<file path="src/rtl/seg7_share_arbiter_if.sv">
// Display-share bus: CPU/IR requests in, HXE8 image out.
// master drives requests; slave is the arbiter.
interface seg7_share_arbiter_if;
  logic        cpu_en;
  logic [31:0] cpu_data;
  logic        cpu_wr;
  logic        ir_valid;
  logic [31:0] ir_data;
  logic        en;
  logic [31:0] disp_data;
  logic        owner;
  logic        cpu_pend;

  modport master (
    output cpu_en, cpu_data, cpu_wr,
    output ir_valid, ir_data,
    input  en, disp_data, owner, cpu_pend
  );

  modport slave (
    input  cpu_en, cpu_data, cpu_wr,
    input  ir_valid, ir_data,
    output en, disp_data, owner, cpu_pend
  );
endinterface

</file>
<file path="src/rtl/seg7_share_arbiter.sv">
// Shares the HXE8 seven-segment driver between CPU PIO and IR decode.
// Ports: Clk, Rst_n (async low), bus (slave): cpu_*/ir_* in, en/disp_data/owner/cpu_pend out.
// Option: SEG7_ARB_CPU_PREEMPT_EN lets cpu_wr abort the IR hold window.
module seg7_share_arbiter #(
  parameter int HOLD_CYCLES = 50000000,
  parameter int CNT_W       = 26
) (
  input  logic Clk,
  input  logic Rst_n,
  seg7_share_arbiter_if.slave bus
);

  typedef enum logic {S_CPU, S_IR} state_t;

  localparam logic [CNT_W-1:0] RELOAD =
    CNT_W'(HOLD_CYCLES - 1);

  state_t           state;
  logic [CNT_W-1:0] cnt;

  always_ff @(posedge Clk or negedge Rst_n) begin
    if (!Rst_n) begin
      state         <= S_CPU;
      cnt           <= '0;
      bus.en        <= 1'b0;
      bus.disp_data <= 32'h0;
      bus.owner     <= 1'b0;
      bus.cpu_pend  <= 1'b0;
    end else begin
      unique case (state)
        S_CPU: begin
          if (bus.ir_valid) begin
            state         <= S_IR;
            cnt           <= RELOAD;
            bus.disp_data <= bus.ir_data;
            bus.en        <= 1'b1;
            bus.owner     <= 1'b1;
            bus.cpu_pend  <= bus.cpu_wr;
          end else begin
            bus.disp_data <= bus.cpu_data;
            bus.en        <= bus.cpu_en;
            bus.owner     <= 1'b0;
            bus.cpu_pend  <= 1'b0;
          end
        end
        S_IR: begin
          // A new IR word beats both expiry and the CPU.
          if (bus.ir_valid) begin
            cnt           <= RELOAD;
            bus.disp_data <= bus.ir_data;
            if (bus.cpu_wr)
              bus.cpu_pend <= 1'b1;
          end
`ifdef SEG7_ARB_CPU_PREEMPT_EN
          else if (bus.cpu_wr) begin
            state         <= S_CPU;
            bus.disp_data <= bus.cpu_data;
            bus.en        <= bus.cpu_en;
            bus.owner     <= 1'b0;
            bus.cpu_pend  <= 1'b0;
          end
`endif
          else if (cnt == '0) begin
            state         <= S_CPU;
            bus.disp_data <= bus.cpu_data;
            bus.en        <= bus.cpu_en;
            bus.owner     <= 1'b0;
            bus.cpu_pend  <= 1'b0;
          end else begin
            cnt <= cnt - 1'b1;
            if (bus.cpu_wr)
              bus.cpu_pend <= 1'b1;
          end
        end
        default: state <= S_CPU;
      endcase
    end
  end

endmodule

</file>
<file path="src/flat_wrapper.sv">
// flat-port wrapper written by rule: the top's interface ports become plain ports
module seg7_share_arbiter_flat 
#(
  parameter int HOLD_CYCLES = 50000000,
  parameter int CNT_W       = 26
)
  (Clk, Rst_n, bus_cpu_en, bus_cpu_data, bus_cpu_wr, bus_ir_valid, bus_ir_data, bus_en, bus_disp_data, bus_owner, bus_cpu_pend);
  seg7_share_arbiter_if bus_i ();
  input  logic Clk;
  input  logic Rst_n;
  input wire logic [$bits(bus_i.cpu_en)-1:0] bus_cpu_en;
  input wire logic [$bits(bus_i.cpu_data)-1:0] bus_cpu_data;
  input wire logic [$bits(bus_i.cpu_wr)-1:0] bus_cpu_wr;
  input wire logic [$bits(bus_i.ir_valid)-1:0] bus_ir_valid;
  input wire logic [$bits(bus_i.ir_data)-1:0] bus_ir_data;
  output wire logic [$bits(bus_i.en)-1:0] bus_en;
  output wire logic [$bits(bus_i.disp_data)-1:0] bus_disp_data;
  output wire logic [$bits(bus_i.owner)-1:0] bus_owner;
  output wire logic [$bits(bus_i.cpu_pend)-1:0] bus_cpu_pend;
  assign bus_i.cpu_en = bus_cpu_en;
  assign bus_i.cpu_data = bus_cpu_data;
  assign bus_i.cpu_wr = bus_cpu_wr;
  assign bus_i.ir_valid = bus_ir_valid;
  assign bus_i.ir_data = bus_ir_data;
  assign bus_en = bus_i.en;
  assign bus_disp_data = bus_i.disp_data;
  assign bus_owner = bus_i.owner;
  assign bus_cpu_pend = bus_i.cpu_pend;
  seg7_share_arbiter #(.HOLD_CYCLES(HOLD_CYCLES), .CNT_W(CNT_W)) u_core (.Clk(Clk), .Rst_n(Rst_n), .bus(bus_i));
endmodule
</file>
<file path="config.mk">
export PLATFORM = sky130hd
export DESIGN_NAME = seg7_share_arbiter_flat
export DESIGN_NICKNAME = d
export VERILOG_FILES = /design/src/rtl/seg7_share_arbiter_if.sv /design/src/rtl/seg7_share_arbiter.sv /design/src/flat_wrapper.sv
export SDC_FILE = /design/constraint.sdc
export NUM_CORES = 1
export LEC_CHECK = 0
export CAP_MARGIN = 20
export CORE_ASPECT_RATIO = 1.2
export CORE_MARGIN = 5
export CORE_UTILIZATION = 30
export DETAILED_ROUTE_END_ITERATION = 16
export GPL_TIMING_DRIVEN = 1
export PLACE_DENSITY = 0.62
export REMOVE_ABC_BUFFERS = 1
export SYNTH_ARGS = -nofsm -noshare
export SYNTH_HDL_FRONTEND = slang
export SYNTH_SLANG_ARGS = --single-unit
</file>
<file path="constraint.sdc">
create_clock -name Clk -period 2.1 [get_ports Clk]
set_input_delay 0.21 -clock Clk [delete_from_list [all_inputs] [get_ports Clk]]
set_output_delay 0.21 -clock Clk [all_outputs]
set_load 0.005 [all_outputs]
</file>
== After elaboration in Yosys (flattened, before gate mapping) ==
Index checks and enable logic that the tools add are counted.

* Register bits: 62
* Output and inout port bits: 35

* Add/subtract/negate cells: 1
* Eq/ne operators: 5
* Mux-type cells: 24
* Bitwise operators: 1
* Reduce and logical (&&, ||, !) cells: 3

{| class="wikitable"
|+ Operators by type and width
! operator !! number
|-
| $mux 32 || 3
|-
| $mux 26 || 3
|-
| $pmux 32 s2 || 1
|-
| $pmux 26 s2 || 1
|-
| $logic_not 26->1 || 1
|-
| $sub 26x1->26 const B || 1
|-
| $mux 1 || 12
|-
| $pmux 1 s2 || 4
|-
| $ne 2x2->1 const B || 3
|-
| $ne 3x3->1 const B || 2
|-
| $reduce_and 2->1 || 2
|-
| $not 1->1 || 1
|}

== Logic depth before layout (Yosys ltp) ==
* Depth after elaboration: 4
* Mapped depth: 9
* Gate-level depth less buffers: 7

== Least setup slack after synthesis ==
OpenSTA, ideal clock, no wires.

* Path kind: register to register
* Start point: register u_core.cnt[12]
* End point: register u_core.cnt[17]
* Setup time: 69 ps
* Arrival: 2075 ps
* Required time: 2031 ps
* Path slack: -45 ps
* Cell stages (with the launch flop): 7
* Clock period less this slack: 2145 ps
* Cells stage by stage: dfrtp_1 or4_4 or3_1 clkbuf_2 or3_1 or3_1 nand3_1

* Longest elaborated chain between the ends: 4

{| class="wikitable"
|+ Ends and longest elaborated chain
! what !! line !! text
|-
| start, declared || seg7_share_arbiter.sv:19 || <nowiki>logic [CNT_W-1:0] cnt;</nowiki>
|-
| start signal, assigned || seg7_share_arbiter.sv:70 || <nowiki>cnt <= cnt - 1'b1;</nowiki>
|-
| $sub 26x1->26 || seg7_share_arbiter.sv:70 ||
|-
| $mux 26 || seg7_share_arbiter.sv:63 || <nowiki>else if (cnt == '0) begin</nowiki>
|-
| $mux 26 || seg7_share_arbiter.sv:48 || <nowiki>if (bus.ir_valid) begin</nowiki>
|-
| $pmux 26 s2 || seg7_share_arbiter.sv:30 || <nowiki>unique case (state)</nowiki>
|}

Several ways; a longest one is shown, not always the timed one. The select of a mux whose other input is x is not followed.
A chain may end at the register's enable or synchronous reset.

== Worst setup path in the final report ==
* Start point: register u_core.cnt[11]
* End point: register u_core.cnt[13]

The elaborated chain is that of the path after synthesis.

==> results.yml <==
worst_setup_path:
  crit_fanout: 3
  crit_path_end_kind: "flop"
  arrival_ps: 2370
  crit_type: "reg2reg"
  r2r-start: "u_core.cnt[11]"
  r2r_cells: 6
  r2r_end: "u_core.cnt[13]"
  required_ps: 2300
  crit_path_start_kind: "flop"
  reg2reg_slack_ps: -70
floorplan:
  start_util_pct: 30.32
  core_um2: 9910
  die-area_um2: 12120
  fp-row-count: 40
  num_io_pins: 104
  die-width_um: 101.4
  die_h_um: 119.6
outcome:
  outcome: "finished, violations left"
  failed_checks: "negative setup slack"
synthesis:
  ys_async_sr_fraction_pct: 100.0
  ys_seq_elements: 62
  yosysTopAreaCellShare_pct: 51.65
  syn-cell-area_um2: 3004
  ys_warn_count: 0
  seq_area_frac_synth_pct: 51.65
  synthMuxAreaShare_pct: 1.374
  synthCells: 307
  synth_top_family_by_area: "compound AO/OA/AOI/OAI gates"
  synth_area_leader_cell: "dfrtp_1"
  synth_xor_area_share_pct: 1.749
  synth-simple-area-share_pct: 19.37
  yosys.cell_types.count: 45
  synthTopCellsByArea: "dfrtp_1, a2bb2oi_1, a21oi_1"
  ys.flop_type: "dfrtp_1"
  synth_edf_count: 0
  synth_fa_ha_area_share_pct: 0.4165
  synth_area_per_cell_um2: 9.785
  synth_compound_area_share_pct: 21.49
global_routing:
  grt_antenna_before_repair: 0
  grt_pass1_vias: 3037
  grt_pass1_wl_um: 14340
  groute.usage.overall_pct: 14.80
  overflow: 0
  grt_max_degree: 43
hold_path:
  hold_end: "u_core.cnt[9]"
  hp-class: "in2reg"
  min-delay-start: "bus_ir_valid"
  worstHoldPathCells: 2
route:
  viasPerCell: 5.060
  drt_iter0_markers: 125
  vias: 2864
  wl_per_cell_um: 15.64
  wirelength_um: 8853
  drcViolationCount: 0
  drtAntennaViolNets: 0
  drt_pass1_iterations: 4
place:
  dp_hpwl_um: 6083
  post-place-cells: 543
  gp_congestion: 0.7760
  port_buffers: 103
  place_ws_ps: -60.47
sta:
  finalMaxSlewViolations: 0
  hold_viol: 0
  worstMarginPinSlew_ps: 530.1
  max_freq_mhz: 460.0
  setup_violations: 6
  period_share_pct: 103.5
  finalWorstPathRequiredPeriod_ps: 2174
  rsz0062_at_grt: "true"
  slew_headroom_pct: 64.66
  setup_ws_ps: -74.05
  finClkSkew_ps: 4.746
pwr:
  irDropWorstVdd_uv: 405.1
  power-per-cell-area_nw_per_um2: 642.5
  p_leak_nw: 1.821
clock_tree:
  htree_num_levels: 3
  clock-root-buffer: "clkbuf_16"
  clock-sinks: 62
  cts_tree: "yes"
  clkSlewWorstSetupHoldPaths_ps: 50
  clk_latency_ps: 330
  clockBufferDepth: 2
  cts_buffers: 9
cells_and_area:
  n_antenna_cell: 0
  layout_common_cells: "clkdlybuf4s50_1, dfrtp_1, a21oi_1, nand2_1, a2bb2oi_1"
  nets: 507
  final_common_cell: "clkdlybuf4s50_1"
  drive_gt1_share_pct: 17.73
  utilization_pct: 48.79
  layout.cells.non_filler: 566
  area_growth_syn_to_layout_pct: 60.93
run:
  cap_violations: 0
==> final cells by class <==
cell class                 instances  area (um^2)
clock buffer                      13        270.3
clock inverter                     1        5.005
fill                             935         5075
inverter                           7        26.28
multi-input combinational        217         1446
sequential                        62         1553
tap                              126        157.7
timing repair buffer             140         1376
==> synthesized netlist by cell type (2+ instances only) <==
cell type	number
or3b_1	2
buf_2	4
nand4b_1	2
nor2_1	12
inv_1	6
or3_1	7
a2bb2oi_1	32
dfrtp_1	62
a21oi_1	39
or4_1	6
mux2i_1	3
nand2b_1	2
nand2_1	38
a21o_1	2
o211ai_1	2
o31ai_1	6
nand3_1	11
nor2b_1	6
clkbuf_1	13
nor4_1	5
xor2_1	5
a31oi_1	3
o21ai_0	7
or2_2	2
buf_1	2
nor3_1	9
==> stage by stage <==
| stage | hold slack, ps | total power [mW] | TNS, ps | area [um^2] |
|---|---|---|---|---|
| floorplan | -85.59 | 1.421 | -21100 | 2912 |
| global placement | 210.0 | 1.749 | -79.32 | 4333 |
| detailed placement | 219.7 | 1.753 | -894.0 | 4333 |
| CTS | 305.2 | 3.137 | -83.15 | 4644 |
| global route | 363.6 | 3.234 | -2934 | 4835 |
| finish | 328.0 | 3.106 | -253.2 | 4835 |
==> worst max-delay path by stage <==
stage / start / end / slack [ps] / cells after the start
final: u_core.cnt[11] / u_core.cnt[13] / -70 / 6
after global routing: u_core.cnt[11] / u_core.cnt[8] / -140 / 7
after CTS: u_core.cnt[11] / u_core.cnt[17] / -30 / 5
after detailed placement: u_core.cnt[12] / u_core.cnt[17] / -60 / 5
after global placement: u_core.cnt[12] / u_core.cnt[17] / -30 / 5
after floorplan: u_core.cnt[12] / u_core.cnt[13] / -670 / 5
==> report_power, final <==
part | leakage, nW | total, mW | switching (mW) | internal [mW]
clock | 0.138 | 1.37 | 0.495 | 0.879
sequential | 0.667 | 1.30 | 0.0386 | 1.26
combinational | 1.02 | 0.430 | 0.145 | 0.286
==> critical path, cell delays in order, from the launching register on <==
cell,delay (ps)
dfrtp_1,380
or4_4,550
nand4b_1,290
o21ai_4,250
buf_6,160
nor3_2,40
or3b_1,370
==> state kept, by name, indices dropped and copies added, names as in the netlist <==
name / count
u_core.bus.disp_data: 32
u_core.cnt: 26
u_core.bus.owner: 1
u_core.bus.en: 1
u_core.bus.cpu_pend: 1
u_core.state: 1
==> routing by layer <==
| layer | global-route usage, % | wire length [um] | share of wire (%) |
|---|---|---|---|
| met2 | 23.40 | 4298 | 49 |
| met1 | 17.78 | 3772 | 43 |
| met4 | 5.653 | 158 | 1.8 |
| met5 | 0 | 0 | 0 |
| met3 | 6.163 | 623 | 7.0 |
==> kinds of logic (layout without fill, tap and decap cells) <==
group | Yosys count | after routing
AND/OR/NAND/NOR | 110 | 110
AO/OA/AOI/OAI | 96 | 96
adder cells (fa/ha/maj) | 1 | 1
multiplexers | 4 | 4
flip-flops | 62 | 62
XOR/XNOR | 6 | 6
buffers and inverters | 28 | 161
==> repair_timing <==
action / 4_1_cts / 5_1_grt
endpoints found under the hold margin: 20 / 0
hold buffers: 1 / 0
cloned: 0 / 2
buffers inserted: 1 / 5
pin swaps: 3 / 6
setup endpoints to repair: 48 / 52
gates resized for setup: 4 / 30
No activity file was read; power rests on OpenSTA's default activity.
